**src/rtl/reg_arb_pkg.sv**
```systemverilog
// -----------------------------------------------------------------------------
// reg_arb_pkg
// Shared definitions for the register-bank write-port arbiter:
//   - FSM state encoding (ST_IDLE / ST_OWN)
//   - default parameter values
//   - round-robin pick function: given a request vector and a start pointer,
//     returns the first requesting index at or after the pointer (with
//     wrap-around) and a valid flag.
// -----------------------------------------------------------------------------
package reg_arb_pkg;

    typedef enum logic {
        ST_IDLE = 1'b0,
        ST_OWN  = 1'b1
    } state_t;

    localparam int NREQ_DEF      = 4;
    localparam int DW_DEF        = 8;
    localparam int AW_DEF        = 3;
    localparam int MAX_BURST_DEF = 4;

    // The pick function works on a fixed-width request vector so it can be
    // shared by any instance with NREQ <= MAX_NREQ; unused upper bits are zero.
    localparam int MAX_NREQ = 32;
    localparam int IDX_W    = 5;

    typedef struct packed {
        logic             valid;
        logic [IDX_W-1:0] idx;
    } pick_t;

    function automatic pick_t rr_pick(input logic [MAX_NREQ-1:0] req,
                                      input logic [IDX_W-1:0]    ptr,
                                      input int                  nreq);
        pick_t r;
        int    j;
        r = '0;
        // Walk the offsets from the far end back toward the pointer so the
        // last assignment made is the closest requester to ptr.
        for (int k = MAX_NREQ - 1; k >= 0; k--) begin
            if (k < nreq) begin
                j = int'(ptr) + k;
                if (j >= nreq) begin
                    j = j - nreq;
                end
                if (req[j[IDX_W-1:0]]) begin
                    r.valid = 1'b1;
                    r.idx   = j[IDX_W-1:0];
                end
            end
        end
        return r;
    endfunction

endpackage

```
**src/rtl/reg_bank.sv**
```systemverilog
// -----------------------------------------------------------------------------
// reg_bank
// 2**AW x DW register storage with a single synchronous write port and an
// asynchronous (combinational) read port. All entries clear on reset.
//   clk    in   rising-edge clock
//   rst    in   asynchronous active-high reset
//   we     in   write enable
//   waddr  in   write address
//   wdata  in   write data
//   raddr  in   read address
//   rdata  out  bank[raddr], combinational
// -----------------------------------------------------------------------------
module reg_bank #(
    parameter int DW = 8,
    parameter int AW = 3
) (
    input  logic          clk,
    input  logic          rst,
    input  logic          we,
    input  logic [AW-1:0] waddr,
    input  logic [DW-1:0] wdata,
    input  logic [AW-1:0] raddr,
    output logic [DW-1:0] rdata
);

    localparam int DEPTH = 2 ** AW;

    logic [DW-1:0] r_mem [DEPTH];

    always_ff @(posedge clk or posedge rst) begin
        if (rst) begin
            for (int i = 0; i < DEPTH; i++) begin
                r_mem[i] <= '0;
            end
        end else if (we) begin
            r_mem[waddr] <= wdata;
        end
    end

    assign rdata = r_mem[raddr];

endmodule

```
**src/rtl/reg_bank_arbiter.sv**
```systemverilog
// -----------------------------------------------------------------------------
// reg_bank_arbiter
// Round-robin arbiter sharing the single write port of a register bank among
// NREQ requesters, with lock-extended bursts capped at MAX_BURST cycles.
//   clk      in   rising-edge clock
//   rst      in   asynchronous active-high reset
//   req      in   NREQ      per-requester write request
//   lock     in   NREQ      per-requester burst hold (only with req)
//   wr_addr  in   NREQ*AW   packed write addresses, slice i = requester i
//   wr_data  in   NREQ*DW   packed write data, slice i = requester i
//   gnt      out  NREQ      registered grant, one-hot or zero
//   busy     out  1         high while a grant is held
//   rd_addr  in   AW        read address
//   rd_data  out  DW        bank[rd_addr], combinational
// -----------------------------------------------------------------------------
module reg_bank_arbiter
    import reg_arb_pkg::*;
#(
    parameter int NREQ      = NREQ_DEF,
    parameter int DW        = DW_DEF,
    parameter int AW        = AW_DEF,
    parameter int MAX_BURST = MAX_BURST_DEF
) (
    input  logic               clk,
    input  logic               rst,
    input  logic [NREQ-1:0]    req,
    input  logic [NREQ-1:0]    lock,
    input  logic [NREQ*AW-1:0] wr_addr,
    input  logic [NREQ*DW-1:0] wr_data,
    output logic [NREQ-1:0]    gnt,
    output logic               busy,
    input  logic [AW-1:0]      rd_addr,
    output logic [DW-1:0]      rd_data
);

    localparam int               BCW     = $clog2(MAX_BURST + 1);
    localparam logic [BCW-1:0]   MAX_CNT = BCW'(MAX_BURST);
    localparam logic [IDX_W-1:0] LAST    = IDX_W'(NREQ - 1);

    state_t                r_state;
    state_t                w_state_nxt;
    logic [IDX_W-1:0]      r_owner;
    logic [IDX_W-1:0]      w_owner_nxt;
    logic [IDX_W-1:0]      r_ptr;
    logic [IDX_W-1:0]      w_ptr_nxt;
    logic [IDX_W-1:0]      w_ptr_rel;
    logic [BCW-1:0]        r_cnt;
    logic [BCW-1:0]        w_cnt_nxt;
    logic [NREQ-1:0]       r_gnt;
    logic [NREQ-1:0]       w_gnt_nxt;
    logic [MAX_NREQ-1:0]   w_req_ext;
    logic                  w_own_req;
    logic                  w_own_lock;
    pick_t                 w_pick_idle;
    pick_t                 w_pick_rel;
    logic                  w_we;
    logic [AW-1:0]         w_waddr;
    logic [DW-1:0]         w_wdata;

    assign w_req_ext  = MAX_NREQ'(req);
    // r_gnt is one-hot on the owner while in OWN, so masking gives the
    // owner's own req/lock bits without a variable index.
    assign w_own_req  = |(req & r_gnt);
    assign w_own_lock = |(lock & r_gnt);

    // Pointer that takes effect on release: one past the current owner.
    assign w_ptr_rel   = (r_owner == LAST) ? '0 : r_owner + 1'b1;
    assign w_pick_idle = rr_pick(w_req_ext, r_ptr, NREQ);
    // Re-arbitration in the release edge uses the already-advanced pointer.
    assign w_pick_rel  = rr_pick(w_req_ext, w_ptr_rel, NREQ);

    // Next-state / next-grant logic.
    always_comb begin
        w_state_nxt = r_state;
        w_owner_nxt = r_owner;
        w_ptr_nxt   = r_ptr;
        w_cnt_nxt   = r_cnt;
        w_gnt_nxt   = '0;

        case (r_state)
            ST_IDLE: begin
                if (w_pick_idle.valid) begin
                    w_state_nxt = ST_OWN;
                    w_owner_nxt = w_pick_idle.idx;
                    w_cnt_nxt   = BCW'(1);
                end
            end
            ST_OWN: begin
                if (w_own_req && w_own_lock && (r_cnt < MAX_CNT)) begin
                    w_cnt_nxt = r_cnt + BCW'(1);
                end else begin
                    w_ptr_nxt = w_ptr_rel;
                    if (w_pick_rel.valid) begin
                        w_owner_nxt = w_pick_rel.idx;
                        w_cnt_nxt   = BCW'(1);
                    end else begin
                        w_state_nxt = ST_IDLE;
                        w_cnt_nxt   = '0;
                    end
                end
            end
            default: begin
                w_state_nxt = ST_IDLE;
            end
        endcase

        if (w_state_nxt == ST_OWN) begin
            for (int i = 0; i < NREQ; i++) begin
                if (w_owner_nxt == IDX_W'(i)) begin
                    w_gnt_nxt[i] = 1'b1;
                end
            end
        end
    end

    always_ff @(posedge clk or posedge rst) begin
        if (rst) begin
            r_state <= ST_IDLE;
            r_owner <= '0;
            r_ptr   <= '0;
            r_cnt   <= '0;
            r_gnt   <= '0;
        end else begin
            r_state <= w_state_nxt;
            r_owner <= w_owner_nxt;
            r_ptr   <= w_ptr_nxt;
            r_cnt   <= w_cnt_nxt;
            r_gnt   <= w_gnt_nxt;
        end
    end

    // Write-port mux: only the current owner's slice reaches the bank, and
    // only when the owner is still requesting this cycle.
    always_comb begin
        w_we    = (r_state == ST_OWN) && w_own_req;
        w_waddr = '0;
        w_wdata = '0;
        for (int i = 0; i < NREQ; i++) begin
            if (r_gnt[i]) begin
                w_waddr = wr_addr[i*AW +: AW];
                w_wdata = wr_data[i*DW +: DW];
            end
        end
    end

    reg_bank #(
        .DW (DW),
        .AW (AW)
    ) u_bank (
        .clk   (clk),
        .rst   (rst),
        .we    (w_we),
        .waddr (w_waddr),
        .wdata (w_wdata),
        .raddr (rd_addr),
        .rdata (rd_data)
    );

    assign gnt  = r_gnt;
    assign busy = (r_state == ST_OWN);

endmodule

```
**config.mk**
```make
export PLATFORM = sky130hd
export DESIGN_NAME = reg_bank_arbiter
export DESIGN_NICKNAME = d
export VERILOG_FILES = /design/src/rtl/reg_arb_pkg.sv /design/src/rtl/reg_bank.sv /design/src/rtl/reg_bank_arbiter.sv
export SDC_FILE = /design/constraint.sdc
export NUM_CORES = 1
export LEC_CHECK = 0
export CORE_MARGIN = 2
export CORE_UTILIZATION = 35
export CTS_CLUSTER_SIZE = 8
export DETAILED_ROUTE_END_ITERATION = 6
export MAX_ROUTING_LAYER = met4
export SYNTH_ARGS = -nofsm -noshare
export SYNTH_HDL_FRONTEND = slang
export SYNTH_SLANG_ARGS = --single-unit
export TNS_END_PERCENT = 100
```
**constraint.sdc**
```tcl
create_clock -name clk -period 4.39 [get_ports clk]
set_input_delay 0.878 -clock clk [delete_from_list [all_inputs] [get_ports clk]]
set_output_delay 0.878 -clock clk [all_outputs]
set_load 0.005 [all_outputs]
```
Word level (Yosys, flattened, before mapping). Index checks and enable logic that the tools add are counted.

$add $sub $neg: 16. Bitwise operators: 6. Mux-type cells: 64. Div/mod/pow operators: 0. Shift-type cells: 0. $mul: 0. $lt $le $gt $ge: 20. Equal/unequal tests: 5. Reduce and logical (&&, ||, !) cells: 8.

Operators by type and width (number): $bwmux 64 (1); $mux 5 (12); $mux 8 (7); $lt 5x6->1 const B (8); $mux 6 (8); $bmux 1 s5 (8); $sub 5x3->5 const B (8); $ge 6x3->1 const B (6); $add 5x2->6 const B (4); $bmux 8 s3 (1); $demux 8 s3 (1); $mux 3 (6); $mux 1 (16); $eq 5x2->1 const B (3); $add 5x1->6 const B (2); $ge 5x3->1 const B (2); $pmux 5 s2 (1); $and 4x4->4 (2); $ge 4x4->1 const B (2); $not 3->4 (2); $reduce_or 4->1 (2); $pmux 3 s2 (1); $add 5x1->5 const B (1); $eq 5x1->1 const B (1); other kinds (10) (14).

Input port bits: 57. Latch bits: 0. Word-level logic and storage cells: 132. RAM bits: 0. Memory bits (read-only): 0. Register bits after elaboration: 82. Memories: 0. Output and inout port bits: 13.

Longest topological paths before layout. Gate-level depths: netlist of the first run.

Depth after elaboration: 17. Gate-level depth with buffers: 20. Gate-level depth less buffers: 18.

Hierarchy. A second synthesis of the first run with hierarchy kept.

Cells, all modules: 539. Area total of the unflattened synthesis: 6008.3 µm².

By module, submodules not included: reg_bank (seq. area each 1601.5 µm², instances 1, cells each 173, area each 3009.1 µm²); reg_bank_arbiter (seq. area each 450.4 µm², instances 1, cells each 366, area each 2999.1 µm²).

Least setup slack after synthesis of the first run. No wires, ideal clock.

Path type: reg2reg. Start point: register r_owner[1]. End point: register r_gnt[1], in the netlist gnt[1]. Stages on the path, launching flop included: 21. Setup time: 0.137 ns. Data arrival time: 4.062 ns. Path buffers: 2. Setup slack: 0.190 ns. Period minus slack after synthesis: 4.200 ns. Data required time: 4.253 ns. Cell sequence: dfrtp_1 -> ha_1 -> buf_2 -> nor2b_1 -> a21oi_1 -> inv_1 -> ha_1 -> buf_2 -> nand3_2 -> o221ai_2 -> a31oi_1 -> ha_1 -> o21bai_1 -> a2bb2oi_1 -> o32ai_1 -> a311oi_1 -> o221ai_2 -> a21o_1 -> a221o_1 -> o22a_2 -> nor3b_1.

Longest elaborated chain between the ends: 17. Elaborated cells on any way between the ends: 40. Those cells by class: 8 x add/sub; 4 x order compare; 2 x eq/ne; 26 x mux.

RTL lines: start: declaration (line reg_bank_arbiter.sv:42) `logic [IDX_W-1:0] r_owner;`; start signal: assignment (line reg_bank_arbiter.sv:125) `r_owner <= w_owner_nxt;`; $add 5x1->5 or $eq 5x2->1 (tied branches) (line reg_bank_arbiter.sv:67) `assign w_ptr_rel = (r_owner == LAST) ? '0 : r_owner + 1'b1;`; $mux 5 * (line reg_bank_arbiter.sv:67); net w_ptr_rel[2] (line reg_bank_arbiter.sv:46) `logic [IDX_W-1:0] w_ptr_rel;`; $add 5x2->6 (line reg_arb_pkg.sv:42) `j = int'(ptr) + k;`; $sub 5x3->5 or $ge 6x3->1 (tied branches) (line reg_arb_pkg.sv:44, reg_arb_pkg.sv:43); $mux 5 (line reg_arb_pkg.sv:43) `if (j >= nreq) begin`; $bmux 1 s5 (line reg_arb_pkg.sv:46) `if (req[j[IDX_W-1:0]]) begin`; $mux 1 (implied by the code) (line reg_arb_pkg.sv:46); $mux 6 (3 in a row) (line reg_arb_pkg.sv:46); $mux 6 * (line reg_arb_pkg.sv:46); $mux 5 (line reg_bank_arbiter.sv:93) `if (w_pick_rel.valid) begin`; $mux 5 (line reg_bank_arbiter.sv:89) `if (w_own_req && w_own_lock && (r_cnt < MAX_CNT)) begin`; $pmux 5 s2 (line reg_bank_arbiter.sv:80) `case (r_state)`; $eq 5x1->1 (line reg_bank_arbiter.sv:109) `if (w_owner_nxt == IDX_W'(i)) begin`; $mux 1 (line reg_bank_arbiter.sv:109); $mux 4 * (line reg_bank_arbiter.sv:107) `if (w_state_nxt == ST_OWN) begin`; net w_gnt_nxt[1] (line reg_bank_arbiter.sv:50) `logic [NREQ-1:0] w_gnt_nxt;`; end signal: assignment (line reg_bank_arbiter.sv:128) `r_gnt <= w_gnt_nxt;`; end: declaration (line reg_bank_arbiter.sv:49) `logic [NREQ-1:0] r_gnt;`.

Mark *: on every way through the listed nets, which the timed path passes. The rest lies on a longest branch. The select of a mux whose other input is x is not followed. A chain may end at the register's enable or synchronous reset.

Worst setup path after layout of the first run.
Start point: register r_owner[0]. End point: register r_gnt[1], in the netlist gnt[1].

The elaborated chain is that of the path after synthesis.

==> flow_summary.toml, run 1 <==
[power]
p_sw_frac = 0.404
finalPower_mw = 4.71
seqPwrFrac = 0.278
comb_power_share = 0.560
p_sw_mw = 1.90
ir_drop_mv = 0.252
p_leak_nw = 3.09
pwr-share-clk = 0.162
cellPowerDensity_nw_per_um2 = 663
p_int_mw = 2.81

[finish]
drive_gt1_frac = 0.244
area_growth_pct = 23.1
fin_util = 0.444
fillCellCount = 1490
diodes = 0
fin_area_um2 = 7100
final_cell_count_no_fill = 843
fin_nets = 710

[clocking]
cts_sinks = 82
clockBufferDepth = 2
htreeDepth = 3
clk_latency_ns = 0.33
path_clk_slew_ns = 0.06
clock-root-buffer = "clkbuf_16"
tritoncts.num_buffers = 9
cts_tree = "built"
postCtsHoldBufs = 0

[routing]
wl_met3_um = 338
drt-total-wl_um = 15100
top_layer = "met4"
wl_met2_um = 7580
wl_per_cell_um = 18.0
antenna_left = 0
drt_iter0_markers = 309
via_count = 4605
drt-met1-wl_um = 6940
drt-pass1-iter-count = 4
drc = 0
avgViaCountPerCell = 5.46

[synth]
synth_edf_count = 0
synthTopCellsByCount = "dfrtp_1, mux2_2, nand2_1"
syn_inst = 547
synth_most_common_cell = "dfrtp_1"
synth_area_leaders = "dfrtp_1, mux2_2, mux4_2"
synth_top_area_share = 0.356
yosysUniqueCellTypes = 63
synth_nets = 635
ys_ff_latch = 82
synthFlopType = "dfrtp_1"
async_reset_ff_frac = 1.00
yosysWarnings = 0
yosysTopAreaCell = "dfrtp_1"
syn_area_um2 = 5770
avgSynthCellArea_um2 = 10.5
ys_seq_area_frac = 0.356

[floorplanning]
core_area_um2 = 16000
dieArea_um2 = 17500
die_h_um = 132
ioPinCount = 70
start_util = 0.361
die_w_um = 132
rows = 46

[sta]
fmax_mhz = 242
hold_violations = 0
period_needed_ns = 4.13
relSlewSlack = 0.311
worst_slew_pin_slew_ns = 1.03
setup_viol = 0
fin_crit_sh = 0.940
final_max_slew_viol_count = 0
clock_skew_ns = 0.0112

[run_status]
status = "finished, final reports clean"

[worst_setup_path]
critical_path_class = "register to register"
crit_required_ns = 4.59
r2r_start = "r_owner[0]"
cp-start-kind = "register"
worstRegToRegCells = 18
crit_path_max_fanout = 7
path_cells = "ha_1 -> nor2b_1 -> a21oi_1 -> inv_1 -> ha_1 -> nand3_2 -> o221ai_2 -> a31oi_2 -> ha_2 -> o21bai_1 -> a2bb2oi_1 -> o32ai_1 -> a311oi_1 -> o221ai_2 -> a21o_1 -> a221o_1 -> o22a_2 -> nor3b_1"
crit_slowest_cell = "dfrtp_1"
arrival_ns = 4.33
crit_family = "compound AO/OA/AOI/OAI gates"
crit_path_end_kind = "register"
reg2reg_slack_ns = 0.26
max_stage_delay_ns = 0.42
crit_buf_inv = 1
reg2reg_to = "gnt[1]"

[placed_design]
portBuffers = 69
placed_cells = 827
dpl.hpwl_um = 11100
placed_area_um2 = 6790
place.gp.congestion = 0.871

[global_routing]
antenna_found_initial = 0
grt_pass1_wl_um = 24300
grt_max_degree = 83
grt-ovfl-total = 0
grt_pass1_vias = 4686
grt_usage = 0.177

[hold_path]
holdPathEnd = "u_bank.r_mem[46]"
min_path_type = "register to register"
min-delay-start = "u_bank.r_mem[46]"
hold_path_depth = 1

[run]
cap_viol_max_count = 0
[power groups by stage]
stage | registers [mW] | logic (mW) | clock network (mW)
2_1_floorplan | 1.21 | 1.96 | 0
3_3_place_gp | 1.29 | 2.52 | 0
3_5_place_dp | 1.31 | 2.59 | 0
4_1_cts | 1.30 | 2.61 | 0.776
5_1_grt | 1.35 | 2.90 | 0.812
6_report | 1.31 | 2.64 | 0.763
[worst reg2reg max path: stages (launching register included)]
cell,delay (ns)
dfrtp_1,0.42
ha_1,0.30
nor2b_1,0.29
a21oi_1,0.10
inv_1,0.09
ha_1,0.23
nand3_2,0.11
o221ai_2,0.23
a31oi_2,0.09
ha_2,0.25
o21bai_1,0.16
a2bb2oi_1,0.15
o32ai_1,0.10
a311oi_1,0.30
o221ai_2,0.22
a21o_1,0.23
a221o_1,0.33
o22a_2,0.25
nor3b_1,0.15
[cell families (layout without fill, tap and decap cells)]
logic type	Yosys count	after routing	share of synthesized area
compound gates	116	116	0.141
xor+xnor	21	21	0.0367
fa+ha+maj	32	32	0.0690
buf+inv	51	131	0.0360
flops	82	82	0.356
mux	106	106	0.239
simple gates	139	139	0.123
[metrics by stage]
stage	setup slack, ns	hold WS, ns	TNS [ns]
3_5_place_dp	0.283	0.490	0
2_1_floorplan	0.190	0.467	0
3_3_place_gp	0.352	0.481	0
6_report	0.264	0.500	0
5_1_grt	-0.0207	0.512	-0.0317
4_1_cts	0.215	0.504	0
[state kept, by name (all words and copies together), names as in the netlist]
signal,count
r_cnt,3
gnt,4
u_bank.r_mem,64
r_ptr,5
busy,1
r_owner,5
[how the worst max path moves through the flow]
| stage | depth (start not counted) | startpoint | slack (ns) | end |
|---|---|---|---|---|
| 2_1_floorplan | 20 | r_owner[1] | 0.19 | gnt[1] |
| 3_3_place_gp | 18 | r_owner[0] | 0.35 | gnt[1] |
| 3_5_place_dp | 18 | r_owner[0] | 0.28 | gnt[1] |
| 4_1_cts | 18 | r_owner[0] | 0.22 | gnt[2] |
| 5_1_grt | 18 | r_owner[0] | -0.02 | gnt[0] |
| 6_report | 18 | r_owner[0] | 0.26 | gnt[1] |
[layer usage]
layer,up-vias,GRT usage
li1,2177,-
met1,2336,0.226
met2,71,0.294
met3,21,0.0200
met4,0,0.0579
met5,-,-
[repair_timing]
action                                  4_1_cts  5_1_grt
gates resized for setup                       0        4
endpoints found under the setup margin        0        5
setup buffers                                 0        0
[cells in the final DEF (no fill, tap or decap), types with 16 or more instances in the layout]
cell type	instances
a21oi_1	30
inv_1	20
clkdlybuf4s50_1	69
dfrtp_1	82
ha_1	30
xnor2_1	16
nor2_1	32
buf_4	24
nand2_1	47
mux4_2	18
mux2_2	74
[final cells by class]
cell class	count	area (µm²)	area share
clock buffers	10	229	0.0322
clock inverters	6	73.8	0.0104
inverters	22	82.6	0.0116
multi-input cells	414	3520	0.496
flip-flops and latches	82	2050	0.289
well taps	216	270	0.0380
repair buffers	93	871	0.123
Power figures use the tool's default switching activity.
==> inputs of run 2 (changes only) <==
--- a/config.mk
+++ b/config.mk
@@ -12,5 +12,6 @@
 export MAX_ROUTING_LAYER = met4
 export SYNTH_ARGS = -nofsm -noshare
 export SYNTH_HDL_FRONTEND = slang
+export SYNTH_HIERARCHICAL = 1
 export SYNTH_SLANG_ARGS = --single-unit
 export TNS_END_PERCENT = 100
==> run 2 against run 1 <==
Fmax decreased by 0.27%; die area up 4.0%; total power decreased by 65%; register-to-register slack about the same; global-route usage is 0.29 points higher.
==> flow_summary.toml, run 2 <==
[worst_setup_path]
crit_slowest_cell = "dfrtp_1"
arrival_ns = 4.41
cp-start-kind = "register"
crit_family = "compound AO/OA/AOI/OAI gates"
cpMostUsedCell = "ha_1"
path_cells = "ha_1 -> or2b_1 -> o21ai_2 -> ha_1 -> a31oi_1 -> and2_1 -> nor2_1 -> ha_1 -> xnor3_1 -> nor3_1 -> o21a_1 -> a2111oi_1 -> a211o_2 -> o31ai_4 -> nor3b_2"
crit_path_max_fanout = 11
critical_path_class = "register to register"
max_stage_delay_ns = 0.61
crit_required_ns = 4.66
crit_path_end_kind = "register"
crit_buf_inv = 0

[clocking]
cts_tree = "built"
path_clk_slew_ns = 0.06
htreeDepth = 3
post_cts_buffers = 0
clockBufferDepth = 2
cts_sinks = 82
clk_latency_ns = 0.35
cts-resized-gates = 0
postCtsHoldBufs = 0
tritoncts.num_buffers = 9
clock-root-buffer = "clkbuf_16"

[synth]
syn_area_um2 = 6010
yosysWarnings = 6
ys_seq_area_frac = 0.342
avgSynthCellArea_um2 = 11.1
yosysTopAreaCell = "dfrtp_1"
synth_area_leaders = "dfrtp_1, mux2_2, mux4_1"
synthTopCellsByCount = "dfrtp_1, mux2_2, nand2_1"
ys_ff_latch = 82
synth_top_area_share = 0.342
synth_most_common_cell = "dfrtp_1"
synth_nets = 627
synth_edf_count = 0
syn_inst = 539
synthFlopType = "dfrtp_1"
yosysUniqueCellTypes = 82
async_reset_ff_frac = 1.00

[sta]
setup_viol = 0
fin_tns_setup_ns = 0
timing.hold.ws_ns = 0.498
fmax_mhz = 242
final_max_slew_viol_count = 0
fin_crit_sh = 0.942
rsz0062_at_grt = "no"
clock_skew_ns = 0.0105
period_needed_ns = 4.14
relSlewSlack = 0.276
hold_violations = 0
worst_slew_pin_slew_ns = 1.08

[global_routing]
grt_usage = 0.180
grt-ovfl-total = 0
antenna_found_initial = 0
grt_pass1_wl_um = 24800
grt_max_degree = 43
grt_pass1_vias = 4763

[run]
cap_viol_max_count = 0

[finish]
final_cell_mix = "dfrtp_1, mux2_2, clkdlybuf4s50_1"
fillCellCount = 1581
area_growth_pct = 20.4
multiInputGateArea_um2 = 3690
fin_nets = 694
regArea_um2 = 2050
reg.largest.list = "u_bank/r_mem: 64 flops, r_owner: 5 flops, r_ptr: 5 flops"
final_common_cell = "dfrtp_1"
diodes = 0
drive_gt1_frac = 0.224
largest-register = "u_bank/r_mem"
largest_reg_flops = 64

[routing]
via_count = 4519
antenna_left = 0
drt_iter0_markers = 198
drc = 0
drt-total-wl_um = 15200
avgViaCountPerCell = 5.44
drt-pass1-iter-count = 4
wl_per_cell_um = 18.3

[hold_path]
min_path_type = "register to register"

[placed_design]
portBuffers = 69
dpl.hpwl_um = 11200
place.gp.congestion = 0.925

[floorplanning]
core_area_um2 = 16700
ioPinCount = 70
die_w_um = 135
dieArea_um2 = 18200
rows = 47
start_util = 0.360
die_h_um = 135

[power]
p_leak_nw = 3.25
ir_drop_mv = 0.204
cellPowerDensity_nw_per_um2 = 225

[run_status]
status = "finished, final reports clean"
==> run 2: cell count changes after synthesis, moves of 5 or more <==
cell      change
mux4_1       +15
clkbuf_1      -5
nand2_1       -5
o21ai_0       +5
mux4_2       -10
mux2i_1       -7
o21ai_1       -8
==> run 2: cell type report <==
type	count	area share
multi-input combinational	402	0.510
sequential	82	0.284
clock buffer	10	0.0316
inverter	24	0.0125
tap	220	0.0380
timing repair buffer	87	0.114
clock inverter	6	0.0102
==> run 2: metal layers <==
layer	routed length, µm	share of wire	up-vias	track usage
met5	0	0	-	-
li1	-	-	2161	-
met1	6670	0.44	2251	0.219
met4	167	0.011	0	0.0527
met3	478	0.031	13	0.0274
met2	7900	0.52	94	0.310
==> run 2: logic make-up (layout without fill, tap and decap cells) <==
| kind of cell | count (synthesis) | count (layout) | share of synthesized area |
|---|---|---|---|
| AOI/OAI and AO/OA | 103 | 103 | 0.128 |
| adders and majority gates | 31 | 31 | 0.0646 |
| DFF | 82 | 82 | 0.342 |
| and+or+nand+nor | 144 | 144 | 0.131 |
| muxes | 103 | 103 | 0.244 |
| buffers and inverters | 55 | 127 | 0.0464 |
| xor gates and xnor gates | 21 | 21 | 0.0448 |
==> run 2: through the flow <==
step / setup WS (ns) / std cells / total power [mW] / cell area (µm²) / utilization
4_1_cts: 0.268 / 831 / 1.65 / 7240 / 0.433
3_3_place_gp: 0.485 / 815 / 0.874 / 6930 / 0.415
3_5_place_dp: 0.279 / 815 / 0.876 / 6930 / 0.415
5_1_grt: 0.0192 / 831 / 1.69 / 7240 / 0.433
2_1_floorplan: 0.624 / 539 / 0.813 / 6010 / -
6_report: 0.253 / 831 / 1.63 / 7240 / 0.433
==> run 2: worst paths after layout <==
check / start / slack (ns) / cells past startpoint / end
setup / recovery: r_owner[0] / 0.25 / 15 / gnt[2]
hold reg to reg: u_bank/r_mem[52] / 0.50 / 1 / u_bank/r_mem[52]
max in group asynchronous: rst / 2.43 / 3 / u_bank/r_mem[3]
min in group asynchronous: rst / 1.07 / 2 / r_ptr[3]
hold / removal: u_bank/r_mem[52] / 0.50 / 1 / u_bank/r_mem[52]
setup reg to reg: r_owner[0] / 0.25 / 15 / gnt[2]
==> run 2: worst reg2reg max path, stage by stage (launching register included) <==
cell and delay, ns:
dfrtp_1 0.61, ha_1 0.25, or2b_1 0.26, o21ai_2 0.30
ha_1 0.32, a31oi_1 0.10, and2_1 0.19, nor2_1 0.15
ha_1 0.22, xnor3_1 0.31, nor3_1 0.15, o21a_1 0.27
a2111oi_1 0.12, a211o_2 0.35, o31ai_4 0.25, nor3b_2 0.23
==> run 2: where the power goes <==
part / switching, mW / internal (mW) / total (mW)
Clock: 0.321 / 0.447 / 0.768
Combinational: 0.0448 / 0.0605 / 0.105
Sequential: 0 / 0.756 / 0.756
==> inputs of run 3 (changes only) <==
--- a/config.mk
+++ b/config.mk
@@ -5,6 +5,7 @@
 export SDC_FILE = /design/constraint.sdc
 export NUM_CORES = 1
 export LEC_CHECK = 0
+export CAP_MARGIN = 40
 export CORE_MARGIN = 2
 export CORE_UTILIZATION = 35
 export CTS_CLUSTER_SIZE = 8
==> run 3 against run 2 <==
Combinational power barely moved; register-to-register slack gained 0.15 ns; flip-flop and latch count unchanged; critical endpoint is now gnt[3]; largest cell class unchanged.
==> flow_summary.toml, run 3 (synthesis results as in run 2) <==
[run_status]
status = "finished, final reports clean"

[sta]
relSlewSlack = 0.412
fin_crit_sh = 0.908
final_max_slew_viol_count = 0
period_needed_ns = 3.98
fmax_mhz = 251
rsz0062_at_grt = "no"
setup_viol = 0
worst_slew_pin_slew_ns = 0.873
clock_skew_ns = 0.0102
hold_violations = 0
fin_tns_setup_ns = 0

[worst_setup_path]
reg2reg_slack_ns = 0.41
crit_family = "compound AO/OA/AOI/OAI gates"
crit_slowest_cell = "dfrtp_2"
cp-start-kind = "register"
critical_path_class = "register to register"
path_cells = "ha_1 -> or2b_1 -> o21ai_2 -> ha_1 -> and3_4 -> xnor2_1 -> ha_1 -> nand2_1 -> and2_1 -> a311oi_1 -> o2111a_2 -> nor3_1 -> a211o_1 -> o22ai_2 -> inv_1 -> and3b_1"
worstRegToRegCells = 16
cpMostUsedCell = "ha_1"
crit_buf_inv = 1
cp_num_cells = 16
crit_path_max_fanout = 11
crit_path_end_kind = "register"
arrival_ns = 4.23
crit_required_ns = 4.63
max_stage_delay_ns = 0.51

[floorplanning]
die_w_um = 135
ioPinCount = 70
dieArea_um2 = 18200
die_h_um = 135
start_util = 0.360
core_area_um2 = 16700
rows = 47

[clocking]
clk_latency_ns = 0.35
htreeDepth = 3
cts_tree = "built"
path_clk_slew_ns = 0.07
tritoncts.num_buffers = 9
postCtsHoldBufs = 0
clockBufferDepth = 2
clock-root-buffer = "clkbuf_16"
cts_sinks = 82

[finish]
final_common_cell = "dfrtp_1"
final_cell_mix = "dfrtp_1, mux2_2, clkdlybuf4s50_1"
largest-register = "u_bank/r_mem"
drive_gt1_frac = 0.235
fin_nets = 700
area_growth_pct = 21.7
diodes = 0
largest_reg_flops = 64
reg.largest.list = "u_bank/r_mem: 64 flops, r_owner: 5 flops, r_ptr: 5 flops"
fillCellCount = 1590

[global_routing]
grt-ovfl-total = 0
antenna_found_initial = 0
grt_pass1_vias = 4784
grt_usage = 0.181
grt_max_degree = 43
grt_pass1_wl_um = 25000

[routing]
wl_per_cell_um = 18.2
via_count = 4567
drt_iter0_markers = 204
drc = 0
drt-pass1-iter-count = 4
avgViaCountPerCell = 5.46
drt-total-wl_um = 15200
antenna_left = 0

[power]
finalPower_mw = 1.71
p_leak_nw = 3.31
cellPowerDensity_nw_per_um2 = 233
ir_drop_mv = 0.190

[placed_design]
dpl.hpwl_um = 11200
place.gp.congestion = 0.925
portBuffers = 69

[hold_path]
hold_path_depth = 1
min_path_type = "register to register"

[run]
cap_viol_max_count = 0
run 3: path summary, 6_finish.rpt:
path | startpoint | to
setup reg to reg | r_owner[0] | gnt[3]
min in group asynchronous | rst | u_bank/r_mem[55]
hold / removal | u_bank/r_mem[54] | u_bank/r_mem[54]
setup / recovery | r_owner[0] | gnt[3]
max in group asynchronous | rst | r_owner[0]
hold reg to reg | u_bank/r_mem[54] | u_bank/r_mem[54]
run 3: area by class of cell:
type | instances | area (µm²) | share of cell area
multi-input combinational | 402 | 3690 | 0.504
tap | 220 | 275 | 0.0376
clock inverter | 6 | 96.3 | 0.0132
sequential | 82 | 2050 | 0.281
inverter | 24 | 90.1 | 0.0123
clock buffer | 10 | 239 | 0.0327
timing repair buffer | 93 | 871 | 0.119
run 3: what timing repair did:
action,CTS,global route
resized for setup,0,1
buffers inserted,0,0
endpoints found under the setup margin,0,3
run 3: per-stage QoR:
step	hold WS, ns	utilization	cell area, µm²	cells	setup WS, ns
2_1_floorplan	0.470	-	6010	539	0.624
3_3_place_gp	0.479	0.415	6930	815	0.485
3_5_place_dp	0.488	0.418	6970	820	0.297
4_1_cts	0.502	0.438	7310	836	0.270
5_1_grt	0.507	0.438	7310	837	0.0920
6_report	0.496	0.438	7310	837	0.406
run 3: routing by layer:
layer | up-vias | part of all wire | GRT usage
li1 | 2166 | - | -
met1 | 2301 | 0.44 | 0.217
met2 | 88 | 0.52 | 0.314
met3 | 12 | 0.031 | 0.0327
met4 | 0 | 0.010 | 0.0486
met5 | - | 0 | -
run 3: power by group:
| group | total [mW] | internal [mW] | switching (mW) |
|---|---|---|---|
| registers | 0.756 | 0.756 | 0 |
| logic | 0.108 | 0.0624 | 0.0453 |
| clock network | 0.842 | 0.520 | 0.322 |
| total | 1.71 | 1.34 | 0.367 |
run 3: worst reg2reg max path, cell delays in order (launching register included):
cell	delay, ns
dfrtp_2	0.51
ha_1	0.22
or2b_1	0.26
o21ai_2	0.29
ha_1	0.32
and3_4	0.24
xnor2_1	0.15
ha_1	0.18
nand2_1	0.06
and2_1	0.17
a311oi_1	0.27
o2111a_2	0.34
nor3_1	0.12
a211o_1	0.32
o22ai_2	0.16
inv_1	0.11
and3b_1	0.19
